[config.mk]
export PLATFORM = sky130hd
export DESIGN_NAME = mad_frame_deser20_flat
export DESIGN_NICKNAME = d
export VERILOG_FILES = /design/src/rtl/mad_frame_deser20_if.sv /design/src/rtl/mad_frame_deser20.sv /design/src/flat_wrapper.sv
export SDC_FILE = /design/constraint.sdc
export NUM_CORES = 1
export LEC_CHECK = 0
export ABC_AREA = 0
export ABC_CLOCK_PERIOD_IN_PS = 4600
export CORE_ASPECT_RATIO = 1.4
export CORE_UTILIZATION = 46
export CTS_CLUSTER_DIAMETER = 120
export CTS_CLUSTER_SIZE = 20
export DETAILED_ROUTE_END_ITERATION = 7
export PLACE_DENSITY = 0.68
export SYNTH_ARGS = -nofsm -noshare
export SYNTH_HDL_FRONTEND = slang
export SYNTH_SLANG_ARGS = --single-unit
[constraint.sdc]
create_clock -name clk -period 4.6 [get_ports clk]
set_input_delay 0.69 -clock clk [delete_from_list [all_inputs] [get_ports clk]]
set_output_delay 0.69 -clock clk [all_outputs]
set_load 0.02 [all_outputs]
[src/rtl/mad_frame_deser20_if.sv]
// Result-line bundle for the 20-bit frame receiver: serial input plus the
// valid/ready output register and status flags.
interface mad_frame_deser20_if;
    logic        serialport;
    logic [7:0]  coordinate;
    logic [11:0] mad;
    logic        out_valid;
    logic        out_ready;
    logic        frame_err;
    logic        overrun;

    // Line driver / frame consumer side.
    modport master (
        output serialport,
        output out_ready,
        input  coordinate,
        input  mad,
        input  out_valid,
        input  frame_err,
        input  overrun
    );

    // Receiver side.
    modport slave (
        input  serialport,
        input  out_ready,
        output coordinate,
        output mad,
        output out_valid,
        output frame_err,
        output overrun
    );
endinterface

[src/rtl/mad_frame_deser20.sv]
// Serial-to-parallel receiver for the {coordinate[7:0], mad[11:0]} result frame,
// presenting each good frame on a one-deep valid/ready output register.
module mad_frame_deser20 #(
    parameter int unsigned CLKS_PER_BIT = 4,
    parameter int unsigned FRAME_BITS   = 20
) (
    input logic                clk,
    input logic                rst,
    mad_frame_deser20_if.slave bus
);
    localparam int unsigned CntW = $clog2(CLKS_PER_BIT);
    localparam logic [CntW-1:0] Half = CntW'(CLKS_PER_BIT / 2);
    localparam logic [CntW-1:0] Last = CntW'(CLKS_PER_BIT - 1);
    localparam logic [4:0] LastBit = 5'(FRAME_BITS - 1);

    typedef enum logic [1:0] {StIdle, StStart, StData, StStop} state_e;

    state_e                  state_q;
    logic [CntW-1:0]         cnt_q;
    logic [4:0]              bit_cnt_q;
    logic [FRAME_BITS-1:0]   shreg_q;
    logic [7:0]              coord_q;
    logic [11:0]             mad_q;
    logic                    out_valid_q;
    logic                    frame_err_q;
    logic                    overrun_q;

    always_ff @(posedge clk) begin
        if (rst) begin
            state_q     <= StIdle;
            cnt_q       <= '0;
            bit_cnt_q   <= '0;
            shreg_q     <= '0;
            coord_q     <= '0;
            mad_q       <= '0;
            out_valid_q <= 1'b0;
            frame_err_q <= 1'b0;
            overrun_q   <= 1'b0;
        end else begin
            frame_err_q <= 1'b0;
            if (out_valid_q && bus.out_ready) begin
                out_valid_q <= 1'b0;
            end

            unique case (state_q)
                StIdle: begin
                    bit_cnt_q <= '0;
                    if (!bus.serialport) begin
                        state_q <= StStart;
                        cnt_q   <= CntW'(1);
                    end
                end
                StStart: begin
                    if (cnt_q == Half) begin
                        cnt_q   <= '0;
                        state_q <= bus.serialport ? StIdle : StData;
                    end else begin
                        cnt_q <= cnt_q + CntW'(1);
                    end
                end
                StData: begin
                    if (cnt_q == Last) begin
                        cnt_q     <= '0;
                        shreg_q   <= {shreg_q[FRAME_BITS-2:0], bus.serialport};
                        bit_cnt_q <= bit_cnt_q + 5'd1;
                        if (bit_cnt_q == LastBit) begin
                            state_q <= StStop;
                        end
                    end else begin
                        cnt_q <= cnt_q + CntW'(1);
                    end
                end
                StStop: begin
                    if (cnt_q == Last) begin
                        cnt_q   <= '0;
                        state_q <= StIdle;
                        if (!bus.serialport) begin
                            frame_err_q <= 1'b1;
                        end else if (!out_valid_q || bus.out_ready) begin
                            // Commit overrides the accept-clear above, so a same-cycle
                            // accept and commit leaves out_valid high with new data.
                            coord_q     <= shreg_q[FRAME_BITS-1 -: 8];
                            mad_q       <= shreg_q[11:0];
                            out_valid_q <= 1'b1;
                        end else begin
                            overrun_q <= 1'b1;
                        end
                    end else begin
                        cnt_q <= cnt_q + CntW'(1);
                    end
                end
                default: state_q <= StIdle;
            endcase
        end
    end

    assign bus.coordinate = coord_q;
    assign bus.mad        = mad_q;
    assign bus.out_valid  = out_valid_q;
    assign bus.frame_err  = frame_err_q;
    assign bus.overrun    = overrun_q;
endmodule

[src/flat_wrapper.sv]
// flat-port wrapper written by rule: the top's interface ports become plain ports
module mad_frame_deser20_flat 
#(
    parameter int unsigned CLKS_PER_BIT = 4,
    parameter int unsigned FRAME_BITS   = 20
)
  (clk, rst, bus_serialport, bus_out_ready, bus_coordinate, bus_mad, bus_out_valid, bus_frame_err, bus_overrun);
  mad_frame_deser20_if bus_i ();
  input logic clk;
  input logic rst;
  input wire logic [$bits(bus_i.serialport)-1:0] bus_serialport;
  input wire logic [$bits(bus_i.out_ready)-1:0] bus_out_ready;
  output wire logic [$bits(bus_i.coordinate)-1:0] bus_coordinate;
  output wire logic [$bits(bus_i.mad)-1:0] bus_mad;
  output wire logic [$bits(bus_i.out_valid)-1:0] bus_out_valid;
  output wire logic [$bits(bus_i.frame_err)-1:0] bus_frame_err;
  output wire logic [$bits(bus_i.overrun)-1:0] bus_overrun;
  assign bus_i.serialport = bus_serialport;
  assign bus_i.out_ready = bus_out_ready;
  assign bus_coordinate = bus_i.coordinate;
  assign bus_mad = bus_i.mad;
  assign bus_out_valid = bus_i.out_valid;
  assign bus_frame_err = bus_i.frame_err;
  assign bus_overrun = bus_i.overrun;
  mad_frame_deser20 #(.CLKS_PER_BIT(CLKS_PER_BIT), .FRAME_BITS(FRAME_BITS)) u_core (.clk(clk), .rst(rst), .bus(bus_i));
endmodule
# Yosys cells after proc, flatten, opt, wreduce, memory -nomap -nowiden
# Index checks and enable logic that the tools add are counted.
[word_totals] register_bits=52 word_cells=55
[classes] add_sub_neg=2 n_eq_ne=11 muxes=18 bitwise=3 reduce_logical=12
[op_table] operator="2-to-1 mux 2 bit" n=8
[op_table] operator="case mux 5 bit (2 select lines)" n=1
[op_table] operator="equality test 2 bit (second input constant)" n=4
[op_table] operator="inequality test 2 x 1 -> 1 bit (second input constant)" n=4
[op_table] operator="case mux 2 bit (4 select lines)" n=1
[op_table] operator="AND reduction 4 bit" n=2
[op_table] operator="2-to-1 mux 1 bit" n=6
[op_table] operator="case mux 2 bit (3 select lines)" n=1
[op_table] operator="adder 5 x 1 -> 5 bit (second input constant)" n=1
[op_table] operator="equality test 5 bit (second input constant)" n=1
[op_table] operator="2-to-1 mux 5 bit" n=1
[op_table] operator="AND reduction 5 bit" n=1
[op_table] operator="AND reduction 2 bit" n=2
[op_table] operator="inverter 1 bit" n=3
[op_table] operator="OR reduction 3 bit" n=1
[op_table] operator="adder 2 x 1 -> 2 bit (second input constant)" n=1
[op_table] operator="equality test 2 x 1 -> 1 bit (second input constant)" n=1
[op_table] operator="logical NOT 2 bit" n=1
[op_table] operator="inequality test 2 bit (second input constant)" n=1
[op_table] operator="nonzero test 2 bit" n=1
[op_table] operator="OR reduction 2 bit" n=1
[op_table] operator="logical AND 1 bit" n=1
[op_table] operator="logical NOT 1 bit" n=1
[op_table] operator="logical OR 1 bit" n=1

# Logic depth before layout (Yosys ltp)
[depth] word_depth=6 depth_mapped=6

# Least setup slack after synthesis
# Ideal clock, no wire load.
[synth_path] kind="reg2reg" startpoint="register u_core.cnt_q[0]" endpoint="register u_core.state_q[0]" arrival_ns=1.394 setup_slack_ns=3.120 path_stages_with_launch=6 path_buffers=1 period_less_slack_ns=1.480 path_cell_list="dfxtp_1 ha_1 buf_6 nand2_2 or4_4 a221oi_2"
[synth_between] elab_chain_cells=3
[synth_lines] item="from (decl)" line_no="mad_frame_deser20.sv:19" rtl="logic [CntW-1:0] cnt_q;"
[synth_lines] item="from (signal assigned)" line_no="mad_frame_deser20.sv:50" rtl="cnt_q <= CntW'(1);"
[synth_lines] item="from (signal assigned)" line_no="mad_frame_deser20.sv:58" rtl="cnt_q <= cnt_q + CntW'(1);"
[synth_lines] item="from (signal assigned)" line_no="mad_frame_deser20.sv:70" rtl="cnt_q <= cnt_q + CntW'(1);"
[synth_lines] item="equality test 2 bit (on tied branches)" line_no="mad_frame_deser20.sv:62, mad_frame_deser20.sv:74, mad_frame_deser20.sv:54"
[synth_lines] item="inequality test 2 x 1 -> 1 bit (no line)"
[synth_lines] item="AND reduction 5 bit (no line) (*)"
[synth_lines] item="to (signal assigned)" line_no="mad_frame_deser20.sv:56" rtl="state_q <= bus.serialport ? StIdle : StData;"
[synth_lines] item="to (signal assigned)" line_no="mad_frame_deser20.sv:67" rtl="state_q <= StStop;"
[synth_lines] item="to (signal assigned)" line_no="mad_frame_deser20.sv:76" rtl="state_q <= StIdle;"
[synth_lines] item="to (decl)" line_no="mad_frame_deser20.sv:18" rtl="state_e state_q;"
# Every way passes the cells marked *; elsewhere a longest branch is shown, timed or not.
# A chain may end at the register's enable or synchronous reset.

# Final worst setup path
[layout_path] startpoint="input port bus_serialport" endpoint="register u_core.mad_q[8], in the netlist u_core.bus.mad[8]"
[layout_between] elab_chain_cells=1
[layout_lines] item="from (decl)" line_no="flat_wrapper.sv:11" rtl="input wire logic [$bits(bus_i.serialport)-1:0] bus_serialport;"
[layout_lines] item="AND reduction 4 bit (no line)"
[layout_lines] item="to (signal assigned)" line_no="mad_frame_deser20.sv:83" rtl="mad_q <= shreg_q[11:0];"
[layout_lines] item="to (decl)" line_no="mad_frame_deser20.sv:23" rtl="logic [11:0] mad_q;"
# No other way between the ends.

==> run summary <==
The area growth from synthesis to layout is 17.4%. The number of nets in the synthesized netlist was 264; the post-synthesis average cell area was 8.19 um2. The setup fix buffers added after clock tree synthesis is 0. The clock sink count was 52; the average wire length per cell after detail routing was 12.4 um.

In this run the tightest slew margin relative to its limit is 21.5%. The run gives 0 as the hold violation count in the final report. Global routing used 18.9% of the available tracks across all layers. The Yosys step of the flow raised 0 warnings. The logs give 1574 for the via count of the first global-routing pass and 4820 um2 for the area of the die. Counting buffers and inverters, the worst setup path is 4 cells deep. Buffers inserted to repair hold after CTS numbered 0. The worst hold path passes through 2 cells. By count the netlist is led by 52 x sky130_fd_sc_hd__dfxtp_1, 47 x sky130_fd_sc_hd__a21oi_1, 46 x sky130_fd_sc_hd__nand2_1. The layout filler cell count is 410, and the post-synthesis instance area is 2090 um2.

The worst clock skew is 0.0101 ns, and the number of distinct library cell variants in the gate-level netlist after synthesis is 31. In this run, the number of DRC markers left after iteration 0 of detailed routing was 74. TritonCTS built the clock tree. The longest clock path from root to sink contains 2 buffers. At the placement stage, the worst setup path has a slack of 1.97 ns.

The region available for standard cell placement spans 4270 um2. The tools report the critical path data arrival time as 2.47 ns. The most instantiated flip-flop cell in the synthesis netlist is sky130_fd_sc_hd__dfxtp_1. The achievable frequency was 429 MHz. The family with the most delay on the worst path was simple AND/OR/NAND/NOR gates.

For this block, the via count after detailed routing is 1733. On the critical path, the stage with the largest delay is an instance of sky130_fd_sc_hd__nand4_1. The total power per unit cell area is 329 nW/um2, and the switching part of the total power is 20.7%. The run gives 0 ns as the total negative slack.

In this run the remaining antenna-violating nets after routing total 0. The final cycle utilization of the critical path was 50.6%; the global-route wire length before repair was 7020 um. The largest net degree at the start of global routing is 34, and the placed wire-length estimate after detailed placement is 2530 um.

The flow ran to the end, and the final reports show no timing, DRC or antenna violations. Before antenna repair, the detailed router went through 4 iterations. After clock tree synthesis, the clock-pin slew on the worst setup and hold paths is 0.09 ns.

In the final layout, the share of cells above drive strength 1 is 5.99%. For this run, asynchronously set or reset flops after synthesis account for 0%. The number of cell instances on the worst register-to-register path is 4, and the total setup violations reported at the end of the flow is 0. In this run the worst hold path is classified as flop to flop.

Using the TritonRoute via totals, the vias-per-cell ratio works out to 5.30. In this run, the combinational gates consume 2.8% of the power. The most instantiated library cell after synthesis is sky130_fd_sc_hd__dfxtp_1. The worst hold path begins at u_core.shreg_q[15]. The origin of the critical flop-to-flop path is u_core.cnt_q[0]. STA puts the critical path data required time at 4.74 ns.

For this design the top-level I/O count stands at 27. Setup repair after global routing left no endpoint under its margin. The setup slack of the most critical reg-to-reg path came out at 2.47 ns.

Kind of launch point of the worst setup path: an input pin. The leading area contributor after synthesis is sky130_fd_sc_hd__dfxtp_1. In the synthesized netlist, the number of instances is 255.

For the worst-skew pair, the clock arrives at the later sink with an insertion delay of 0.31 ns. The share of Yosys cell area claimed by the top area cell type is 49.9%. The run gives 0 as the post-cts repair resize count.

The worst hold-check slack is 0.471 ns, and the antenna diode instance count is 0. Buffers inserted during clock tree synthesis total 5. Yosys attributes the largest share of cell area to sky130_fd_sc_hd__dfxtp_1 50%, sky130_fd_sc_hd__a21oi_1 11%, sky130_fd_sc_hd__nand2_1 8.3%, sky130_fd_sc_hd__o21ai_0 5.8%, sky130_fd_sc_hd__nand3_1 5.3%. For hold timing, the worst endpoint is u_core.shreg_q[16]. For this run, the post-layout net count is 275. Switching power of the nets: 0.000167 W.

Input and output buffers added on the ports amount to 26. The cell sitting at the root of the clock tree is a sky130_fd_sc_hd__clkbuf_8. In this run the static leakage power is 0.769 nW. Endpoint of the worst-slack reg-to-reg timing path: u_core.bus.mad[8]. Of all nets on the critical path, the largest fanout is 21.

After layout, the worst setup slack is 2.27 ns. The logs give 49.9% for the sequential cell area fraction in the yosys report and 0 for the number of antenna violations at the first check in global routing. In the routed design, unresolved DRC markers number 0. Flop and latch count out of synthesis: 52.

The final non-filler cell total is 327. The final number of max-transition violations is 0. For the fraction of power consumed by the clock network, the log shows 40.5%. The worst setup path is of the input pin to flop kind. The logs give 931 um2 for the area of the multi-input gates and 319 for the placed cell count. The critical path buffer and inverter count came out at 1. Once the floorplan was initialized, standard cells occupied 48.9% of the core. The minimum clock period after layout was 2.33 ns.

The die is 58.9 um wide. The logs give 28 for the standard-cell row count and 0.000639 W for the cell internal power dissipation. The routed wire length is 4060 um, and the area taken by flip-flops and latches is 1040 um2. The die is 81.7 um tall. The worst-case IR drop observed on VDD is 0.198 mV. The worst setup path is captured at a flop. At the end of routability-driven placement, the weighted congestion stood at 0.758.

In this design, the stage delay of the slowest critical-path cell is 0.67 ns. The H-tree was split into 2 levels. The signal on the critical path passes through clkdlybuf4s50_1 -> nand4_1 -> o21ai_0 -> a21oi_1. The logs give 56.7% for the sequential group share of total power and 0 for the global route total overflow. At the pin with the least slew margin, the transition time is 1.17 ns. For the number of violations of the max-capacitance limit, the log shows 0. The number of flops mapped to enable cells by yosys is 0.
## per-layer routing
metal  GRT usage, %  part of all wire [%]
met4           7.14                   1.7
met2           31.6                    47
met5              0                     0
met1           23.6                    49
met3           4.25                   2.7
## placed cells by master, fill, tap and decap left out, types with 2 or more instances in the layout
cell	synthesis	routed
sky130_fd_sc_hd__or3_1	2	2
sky130_fd_sc_hd__inv_1	4	4
sky130_fd_sc_hd__o21ai_0	24	24
sky130_fd_sc_hd__ha_1	5	5
sky130_fd_sc_hd__a31oi_1	2	2
sky130_fd_sc_hd__nand2b_1	3	3
sky130_fd_sc_hd__nand3b_1	2	2
sky130_fd_sc_hd__nand4_1	3	3
sky130_fd_sc_hd__clkbuf_8	0	6
sky130_fd_sc_hd__nand2_1	46	46
sky130_fd_sc_hd__dfxtp_1	52	52
sky130_fd_sc_hd__nor2_1	5	5
sky130_fd_sc_hd__clkdlybuf4s50_1	0	26
sky130_fd_sc_hd__nand3_1	22	22
sky130_fd_sc_hd__a21oi_1	47	47
## final cells by class
type	count	share of cell area (%)
clock buffer	6	3.37
clock inverter	2	1.58
inverter	4	0.613
multi-input combinational	176	38.0
sequential	52	42.5
tap	60	3.06
timing repair buffer	27	10.9
## logic make-up (layout without fill, tap and decap cells)
| group | count (synthesis) | in the layout | share of synthesized area, % |
|---|---|---|---|
| buf+inv | 27 | 39 | 5.57 |
| simple gates | 93 | 93 | 21.7 |
| compound gates | 78 | 78 | 19.9 |
| flops | 52 | 52 | 49.9 |
| fa+ha+maj | 5 | 5 | 3.00 |
## worst reg2reg max path: stages (launching register included)
cell	delay (ns)
sky130_fd_sc_hd__dfxtp_1	0.40
sky130_fd_sc_hd__ha_1	0.39
sky130_fd_sc_hd__nand4_1	0.69
sky130_fd_sc_hd__o21ai_0	0.40
sky130_fd_sc_hd__a21oi_1	0.10
## sequential cells by signal (all words and copies together), names as in the netlist, named ones only
signal,flops
u_core.shreg_q,20
u_core.bus.out_valid,1
u_core.bus.mad,12
u_core.bus.overrun,1
u_core.state_q,1
u_core.bit_cnt_q,5
u_core.cnt_q,2
u_core.bus.coordinate,8
u_core.bus.frame_err,1
## metrics by stage
stage / utilization [%] / power (W) / cell area, um2
floorplan: - / 0.000484 / 2090
global placement: 54.5 / 0.000490 / 2330
detailed placement: 54.5 / 0.000490 / 2330
CTS: 57.3 / 0.000813 / 2450
global route: 57.3 / 0.000832 / 2450
finish: 57.3 / 0.000806 / 2450
## worst max path at each step
stage                                from                 end  slack [ns]
after floorplan           u_core.cnt_q[0]   u_core.state_q[0]        3.12
after global placement     bus_serialport   u_core.bus.mad[6]        2.02
after detailed placement   bus_serialport  u_core.bus.mad[11]        1.97
after CTS                  bus_serialport   u_core.bus.mad[8]        2.30
after global routing       bus_serialport   u_core.bus.mad[0]        1.97
final                      bus_serialport   u_core.bus.mad[8]        2.27
## power by group through the flow
stage | combinational, W | sequential (W) | clock (W)
final | 0.0000225 | 0.000457 | 0.000326
after global placement | 0.0000226 | 0.000468 | 0
after floorplan | 0.0000199 | 0.000464 | 0
after detailed placement | 0.0000227 | 0.000468 | 0
after CTS | 0.0000228 | 0.000457 | 0.000334
after global routing | 0.0000255 | 0.000458 | 0.000348
Power figures use the tool's default switching activity.
